$ cat src/rtl/fsm1_pkg.sv
// fsm1_pkg: shared state encoding and bit/state constants for the FSM1 stimulus driver
package fsm1_pkg;
    typedef enum logic [2:0] {IDLE, PREP, SEND, FLUSH, DONE} state_t;
    localparam int A_BIT = 3;
    localparam int B_BIT = 2;
    localparam int C_BIT = 1;
    localparam int D_BIT = 0;
    localparam logic [1:0] S00 = 2'b00;
    localparam logic [1:0] S01 = 2'b01;
    localparam logic [1:0] S10 = 2'b10;
    localparam logic [1:0] S11 = 2'b11;
endpackage

$ cat src/rtl/fsm1_vec_buf.sv
// fsm1_vec_buf: DEPTH x 4 vector store, synchronous write and asynchronous read
module fsm1_vec_buf #(
    parameter int DEPTH = 8,
    localparam int AW = $clog2(DEPTH)
) (
    input  logic          clk,
    input  logic          we,
    input  logic [AW-1:0] waddr,
    input  logic [3:0]    wdata,
    input  logic [AW-1:0] raddr,
    output logic [3:0]    rdata
);
    logic [3:0] mem [DEPTH];
    // storage only; occupancy is tracked by the parent
    always_ff @(posedge clk)
        if (we) mem[waddr] <= wdata;
    assign rdata = mem[raddr];
endmodule

$ cat src/rtl/fsm1_stim_driver.sv
// fsm1_stim_driver: buffers input vectors and replays them into FSM1, reporting each state response
module fsm1_stim_driver
    import fsm1_pkg::*;
#(
    parameter int DEPTH = 8,
    parameter int HOLD = 1,
    localparam int AW = $clog2(DEPTH),
    localparam int CW = AW + 1
) (
    input  logic          clk,
    input  logic          reset,
    input  logic          wr_en,
    input  logic [3:0]    wr_data,
    input  logic          clear,
    input  logic          start,
    input  logic          abort,
    output logic          A,
    output logic          B,
    output logic          C,
    output logic          D,
    output logic          fsm_rst,
    input  logic          M0,
    input  logic          M1,
    output logic          busy,
    output logic          done,
    output logic          resp_valid,
    output logic [AW-1:0] resp_idx,
    output logic [1:0]    resp_state,
    output logic [CW-1:0] count,
    output logic          full,
    output logic          wr_err
);
    localparam int HW = HOLD > 1 ? $clog2(HOLD) : 1;
    state_t state, state_n;
    logic [AW-1:0] rd_ptr, ptr_n, samp_idx, sidx_n, resp_idx_n;
    logic [HW-1:0] hold, hold_n;
    logic [CW-1:0] count_n;
    logic [3:0] vec, vec_n, rdata;
    logic [1:0] resp_state_n;
    logic samp_pend, pend_n, we, act, last;
    logic fsm_rst_n, busy_n, done_n, rv_n, full_n, err_n;

    fsm1_vec_buf #(.DEPTH(DEPTH)) u_buf (
        .clk(clk),
        .we(we),
        .waddr(count[AW-1:0]),
        .wdata(wr_data),
        .raddr(ptr_n),
        .rdata(rdata)
    );

    assign A = vec[A_BIT];
    assign B = vec[B_BIT];
    assign C = vec[C_BIT];
    assign D = vec[D_BIT];

    // state, pointers and every output are registered together
    always_ff @(posedge clk) begin
        if (reset) begin
            state      <= IDLE;
            rd_ptr     <= '0;
            hold       <= '0;
            samp_pend  <= 1'b0;
            samp_idx   <= '0;
            vec        <= '0;
            fsm_rst    <= 1'b0;
            busy       <= 1'b0;
            done       <= 1'b0;
            resp_valid <= 1'b0;
            resp_idx   <= '0;
            resp_state <= S00;
            count      <= '0;
            full       <= 1'b0;
            wr_err     <= 1'b0;
        end else begin
            state      <= state_n;
            rd_ptr     <= ptr_n;
            hold       <= hold_n;
            samp_pend  <= pend_n;
            samp_idx   <= sidx_n;
            vec        <= vec_n;
            fsm_rst    <= fsm_rst_n;
            busy       <= busy_n;
            done       <= done_n;
            resp_valid <= rv_n;
            resp_idx   <= resp_idx_n;
            resp_state <= resp_state_n;
            count      <= count_n;
            full       <= full_n;
            wr_err     <= err_n;
        end
    end

    // next state, buffer control and next output values; a sample is taken the cycle after a vector's last hold cycle
    always_comb begin
        state_n = state;
        ptr_n   = rd_ptr;
        hold_n  = hold;
        pend_n  = 1'b0;
        sidx_n  = samp_idx;
        count_n = count;
        err_n   = wr_err;
        we      = 1'b0;
        act     = abort && (state inside {PREP, SEND, FLUSH});
        last    = (CW'(rd_ptr) + CW'(1)) == count;
        case (state)
            IDLE:
                if (clear) begin
                    count_n = '0;
                    err_n   = 1'b0;
                end else if (start) begin
                    err_n   = wr_err | wr_en;
                    state_n = (count == '0) ? DONE : PREP;
                end else if (wr_en) begin
                    err_n   = wr_err | full;
                    we      = !full;
                    count_n = full ? count : count + CW'(1);
                end
            PREP: begin
                state_n = SEND;
                ptr_n   = '0;
                hold_n  = '0;
            end
            SEND:
                if (hold == HW'(HOLD - 1)) begin
                    hold_n  = '0;
                    pend_n  = 1'b1;
                    sidx_n  = rd_ptr;
                    state_n = last ? FLUSH : SEND;
                    ptr_n   = last ? rd_ptr : rd_ptr + AW'(1);
                end else begin
                    hold_n = hold + HW'(1);
                end
            FLUSH: state_n = DONE;
            DONE: state_n = IDLE;
            default: state_n = IDLE;
        endcase
        if (act) begin
            state_n = IDLE;
            pend_n  = 1'b0;
        end
        if (state != IDLE && wr_en) err_n = 1'b1;
        vec_n        = (state_n == SEND) ? rdata : 4'b0000;
        fsm_rst_n    = state_n == PREP;
        busy_n       = state_n != IDLE;
        done_n       = !act && (state == FLUSH || (state == DONE && count == '0));
        rv_n         = samp_pend && !act;
        resp_idx_n   = rv_n ? samp_idx : resp_idx;
        resp_state_n = rv_n ? {M1, M0} : resp_state;
        full_n       = count_n == CW'(DEPTH);
    end
endmodule

$ cat config.mk
export PLATFORM = sky130hd
export DESIGN_NAME = fsm1_stim_driver
export DESIGN_NICKNAME = d
export VERILOG_FILES = /design/src/rtl/fsm1_pkg.sv /design/src/rtl/fsm1_vec_buf.sv /design/src/rtl/fsm1_stim_driver.sv
export SDC_FILE = /design/constraint.sdc
export NUM_CORES = 1
export LEC_CHECK = 0
export BUFFER_PORTS_ARGS = -buffer_cell sky130_fd_sc_hd__buf_4
export CAP_MARGIN = 20
export CELL_PAD_IN_SITES_DETAIL_PLACEMENT = 0
export CELL_PAD_IN_SITES_GLOBAL_PLACEMENT = 1
export CORE_MARGIN = 4
export CORE_UTILIZATION = 30
export DETAILED_ROUTE_END_ITERATION = 8
export GPL_TIMING_DRIVEN = 1
export HOLD_SLACK_MARGIN = 0.1
export PLACE_DENSITY = 0.64
export SLEW_MARGIN = 20
export SYNTH_ARGS = -nofsm -noshare
export SYNTH_HDL_FRONTEND = slang
export SYNTH_SLANG_ARGS = --single-unit
$ cat constraint.sdc
create_clock -name clk -period 3.34 [get_ports clk]
set_clock_uncertainty 0.2 [all_clocks]
set_input_delay 0.334 -clock clk [delete_from_list [all_inputs] [get_ports clk]]
set_output_delay 0.334 -clock clk [all_outputs]
set_load 0.05 [all_outputs]
After elaboration in Yosys (flattened, before gate mapping)
Memories as Yosys holds them, arrays and structs flattened. A register that Yosys moved wholly into a read port is not among the register bits.
Cells that the tools add are included.

word-level totals
  RAM bits = 32
  word-level logic and storage cells = 81
  output and inout port bits = 19
  register bits = 26
  input port bits = 12
  memories kept = 1

cells by class
  reduce and logical (&&, ||, !) cells = 20
  add/subtract/negate cells = 4
  mux-type cells = 29
  equality and inequality tests = 8
  bitwise operators = 5

memory list
  memory     depth  width  read ports  clocked after memory_dff  write ports  line                RTL
  u_buf.mem  8      4      1           1                         1            fsm1_vec_buf.sv:13  logic [3:0] mem [DEPTH];

operators by type and width
  cell                   count
  $mux W3                7
  $mux W4                5
  $mux W1                14
  $pmux W3 S4            1
  $eq A3 B2 Y1 const B   3
  $reduce_bool A3 Y1     3
  $eq A3 B1 Y1 const B   2
  $pmux W3 S2            1
  $logic_and A1 B1 Y1    5
  $add A3 B1 Y4 const B  1
  $add A4 B1 Y4 const B  1
  $eq A4 B4 Y1           1
  $eq A4 B4 Y1 const B   1
  $logic_not A4 Y1       1
  $reduce_and A2 Y1      2
  $reduce_bool A2 Y1     2
  $reduce_bool A4 Y1     1
  $add A3 B1 Y3 const B  1
  $eq A3 B3 Y1 const B   1
  $logic_not A3 Y1       1
  $not A1 Y1             3
  $reduce_or A3 Y1       1
  $logic_not A1 Y1       2
  $or A1 B1 Y1           2
  4 further kinds        4

Longest topological paths before layout
  depth in word-level cells = 9
  depth in mapped cells = 8
  gate-level depth less buffers = 7

By module
From an unflattened synthesis, not the netlist that was laid out.

second synthesis, totals
  cells, all modules = 211
  area total of the unflattened synthesis = 2681.3 µm²

by module, submodules not included
  module            instances  cells an instance  seq. area each (µm²)  area an instance (µm²)
  fsm1_stim_driver  1          152                580.6                 1391.3
  fsm1_vec_buf      1          59                 960.9                 1290.0

Least setup slack after synthesis
No wires, ideal clock.

  kind = flip-flop to flip-flop
  start point = register count[2]
  end point = register vec[0], read port of u_buf.mem
  path buffers = 2
  period minus slack after synthesis = 2.631 ns
  data arrival time = 2.301 ns
  required time = 3.010 ns
  slack = 0.709 ns
  cell stages (with the launch flop) = 9
  setup time = 0.130 ns
  cells stage by stage = dfxtp_1 -> buf_6 -> xor3_1 -> o221a_1 -> o31a_1 -> buf_6 -> and3_1 -> o211ai_1 -> nand4_1

between the ends
  word-level cells in the longest chain between the ends = 9
  elaborated cells between the ends (all ways) = 15
  classes of those cells = 2 x eq/ne; 10 x mux; 1 x bitwise; 2 x reduce/logical

ends and longest elaborated chain
  element                     line                     RTL
  start: declaration          fsm1_stim_driver.sv:29   output logic [CW-1:0] count,
  start signal: assignment    fsm1_stim_driver.sv:88   count <= count_n;
  $logic_not A4 Y1            fsm1_stim_driver.sv:113  state_n = (count == '0) ? DONE : PREP;
  $mux W3                     fsm1_stim_driver.sv:113
  $mux W3                     fsm1_stim_driver.sv:111  end else if (start) begin
  $mux W3                     fsm1_stim_driver.sv:108  if (clear) begin
  $pmux W3 S4                 fsm1_stim_driver.sv:106  case (state)
  $mux W3                     fsm1_stim_driver.sv:138  if (act) begin
  $eq A3 B2 Y1                fsm1_stim_driver.sv:143  vec_n = (state_n == SEND) ? rdata : 4'b0000;
  $not A1 Y1 (no line)        --
  $reduce_or A2 Y1 (no line)  --
  end: declaration            fsm1_stim_driver.sv:38   logic [3:0] vec, vec_n, rdata;

Several ways; a longest one is shown, not always the timed one.
A chain may end at the register's enable or synchronous reset.

Worst setup path after layout
  start point = register count[2]
  end point = register vec[1], read port of u_buf.mem

The elaborated chain is that of the path after synthesis.

==> results.py <==
metrics = {
    "logic_synthesis": {
        "syn_inst": 258,
        "synth_edf_count": 32,
        "postSynthAreaPerCell_um2": 10.8,
        "ys_seq_elements": 61,
        "yosys_warnings": 0,
        "synth_top_area_share_pct": 34.4,
        "synth_cell_types": 48,
        "synth-seq-area-share_pct": 55.2,
        "ys_async_sr_fraction_pct": 0,
        "synth_area_leaders": "edfxtp_1 (34%), dfxtp_1 (21%), o211ai_1 (4.8%)",
        "syn_area_um2": 2790,
        "synth.largest_area_cell": "edfxtp_1",
        "synth_nets": 273,
        "synth_ff_type": "edfxtp_1",
    },
    "layout": {
        "drive_above_1_share_pct": 16.9,
        "insertedDiodeCount": 0,
        "syn_to_final_growth_pct": 19.5,
        "nets": 305,
        "postLayoutCoreUtil_pct": 37.5,
        "mostFrequentLayoutCells": "edfxtp_1 (32), buf_4 (31), dfxtp_1 (29), nor2_1 (26), and3_1 (19)",
        "fin_cells": 403,
        "final_area_um2": 3330,
        "final_common_cell": "edfxtp_1",
        "n_fill_cell": 852,
    },
    "critical_path": {
        "rr_startpoint": "count[2]$_SDFF_PP0_",
        "crit_path_max_fanout": 33,
        "cp_top_family": "compound AO/OA/AOI/OAI gates",
        "reg2reg_slack_ps": 530,
        "critPathBufInv": 0,
        "r2r_cells": 6,
        "reg2reg_to": "vec[1]$_SDFF_PP0_",
        "path_cells": "xor3_1 -> o221a_1 -> o31a_1 -> and3_1 -> o211ai_1 -> nand4_1",
        "crit_end": "vec[1]$_SDFF_PP0_",
        "critical_path_arrival_ps": 2810,
        "startpoint_type": "register",
        "worstSetupStartpoint": "count[2]$_SDFF_PP0_",
        "crit_required_ps": 3350,
        "critPathKind": "reg -> reg",
        "cp.depth": 6,
        "crit_path_max_incr_delay_ps": 600,
        "cp_slowest_cell": "dfxtp_1",
        "end_kind": "register",
    },
    "global_routing": {
        "grt_max_degree": 34,
        "grtUsageTotal_pct": 11.1,
        "grt_pass1_wl_um": 9650,
        "antenna_found_initial": 0,
        "grt_pass1_vias": 1889,
        "gr-total-overflow": 0,
    },
    "cts": {
        "postCtsHoldBufs": 8,
        "clock_path_buffers": 2,
        "cts_sinks": 61,
        "path_clk_slew_ps": 70,
        "post_cts.repair.setup_buffers": 0,
        "cts_resized": 0,
        "cts_root_buf": "clkbuf_8",
        "cts_buffers": 9,
        "htreeDepth": 3,
        "clkLatencyLatePin_ps": 330,
        "tritoncts": "built",
    },
    "timing": {
        "setup_viol": 0,
        "max_freq_mhz": 356,
        "relSlewSlack_pct": 42.7,
        "final_hold_viol_count": 0,
        "rsz0062_at_grt": "no",
        "drv_slew": 0,
        "tightest_slew_ps": 859,
        "period_minus_slack_ps": 2810,
        "finalSetupTns_ps": 0,
        "finalCritPeriodShare_pct": 84.0,
        "fin_ws_ps": 534,
    },
    "die": {
        "initial_core_util_pct": 31.4,
        "die_h_um": 104,
        "fp-row-count": 34,
        "coreArea_um2": 8890,
        "ios": 31,
        "dieWidth_um": 104,
        "die_area_um2": 10900,
    },
    "place": {
        "place_hpwl_um": 4190,
        "portBuffers": 30,
        "globalplace.congestion": 0.802,
        "placed_cells": 379,
        "place_area_um2": 3060,
        "post-place-ws_ps": 535,
    },
    "route": {
        "post_drt_wl_per_cell_um": 14.7,
        "first_iter_violations": 86,
        "antenna_left": 0,
        "vias": 2012,
        "first_pass_iters": 4,
        "vias_per_cell": 4.99,
        "drt_wl_total_um": 5900,
        "drc_errors": 0,
    },
    "flow_run": {
        "cap_violations": 0,
    },
    "power_and_ir_drop": {
        "leakage_nw": 1.23,
        "p_per_area_nw_per_um2": 455,
        "vdd_ir_drop_max_mv": 0.155,
    },
    "hold_path": {
        "hold_path_class": "in -> reg",
    },
    "outcome": {
        "status": "finished, final reports clean",
    },
}
[power breakdown]
group	switching (mW)	internal (mW)	total (mW)
registers	0.00557	0.792	0.798
logic	0.0381	0.0286	0.0667
clock network	0.303	0.348	0.651
[cell type report]
cell class | instances | area [µm²] | area share (%)
Clock buffer | 9 | 124 | 3.71
Tap cell | 108 | 135 | 4.05
Multi-Input combinational cell | 176 | 1130 | 34.0
Sequential cell | 61 | 1540 | 46.2
Clock inverter | 7 | 75.1 | 2.25
Timing Repair Buffer | 39 | 313 | 9.38
Inverter | 3 | 11.3 | 0.338
[worst min path at each step]
| stage | depth (start not counted) | slack, ps | endpoint | start |
|---|---|---|---|---|
| 3_5_place_dp | 2 | 250 | samp_idx[2]$_SDFFE_PP0N_ | samp_idx[2]$_SDFFE_PP0N_ |
| 3_3_place_gp | 2 | 240 | samp_idx[0]$_SDFFE_PP0N_ | samp_idx[0]$_SDFFE_PP0N_ |
| 2_1_floorplan | 1 | 210 | samp_pend$_SDFF_PP0_ | abort |
| 5_1_grt | 2 | 120 | rd_ptr[0]$_SDFF_PP0_ | reset |
| 6_report | 2 | 130 | samp_idx[1]$_SDFFE_PP0N_ | reset |
| 4_1_cts | 2 | 110 | samp_idx[2]$_SDFFE_PP0N_ | reset |
[metal layers]
metal	share of wire [%]	global-route usage, %	vias up
met5	0	0	-
met4	1.4	4.56	0
met3	4.0	3.29	8
met2	44	15.9	37
met1	50	15.5	938
li1	-	-	1029
[synthesized netlist by cell type, types with 6 or more instances]
cell type	count
a21boi_0	16
nand2_1	16
mux2i_1	6
nor2_1	26
clkbuf_1	9
nand3_1	7
and3_1	19
a21oi_1	8
o211ai_1	18
edfxtp_1	32
dfxtp_1	29
[per-stage QoR]
| step | hold slack, ps | power, mW |
|---|---|---|
| floorplan | 213 | 0.848 |
| global placement | 244 | 0.875 |
| detailed placement | 252 | 0.875 |
| CTS | 108 | 1.54 |
| global route | 121 | 1.58 |
| finish | 125 | 1.52 |
[worst reg2reg max path, stage by stage (launching register included)]
cell      delay [ps]
dfxtp_1          600
xor3_1           450
o221a_1          260
o31a_1           560
and3_1           300
o211ai_1         180
nand4_1          120
[state kept, by name (all words and copies together), names as in the netlist, 2 cells and up]
signal      cells
u_buf.mem      32
samp_idx        3
count           4
resp_state      2
state           3
resp_idx        3
vec             4
rd_ptr          3
[kinds of logic after synthesis]
family                     Yosys count  synth area share [%]
AOI/OAI and AO/OA                   63                  16.1
xor gates and xnor gates             9                  3.36
adders and majority gates            3                  1.35
buffers and inverters               21                  4.08
DFF                                 61                  55.2
muxes                                6                  2.15
and+or+nand+nor                     95                  17.7
No activity file was read; power rests on OpenSTA's default activity.
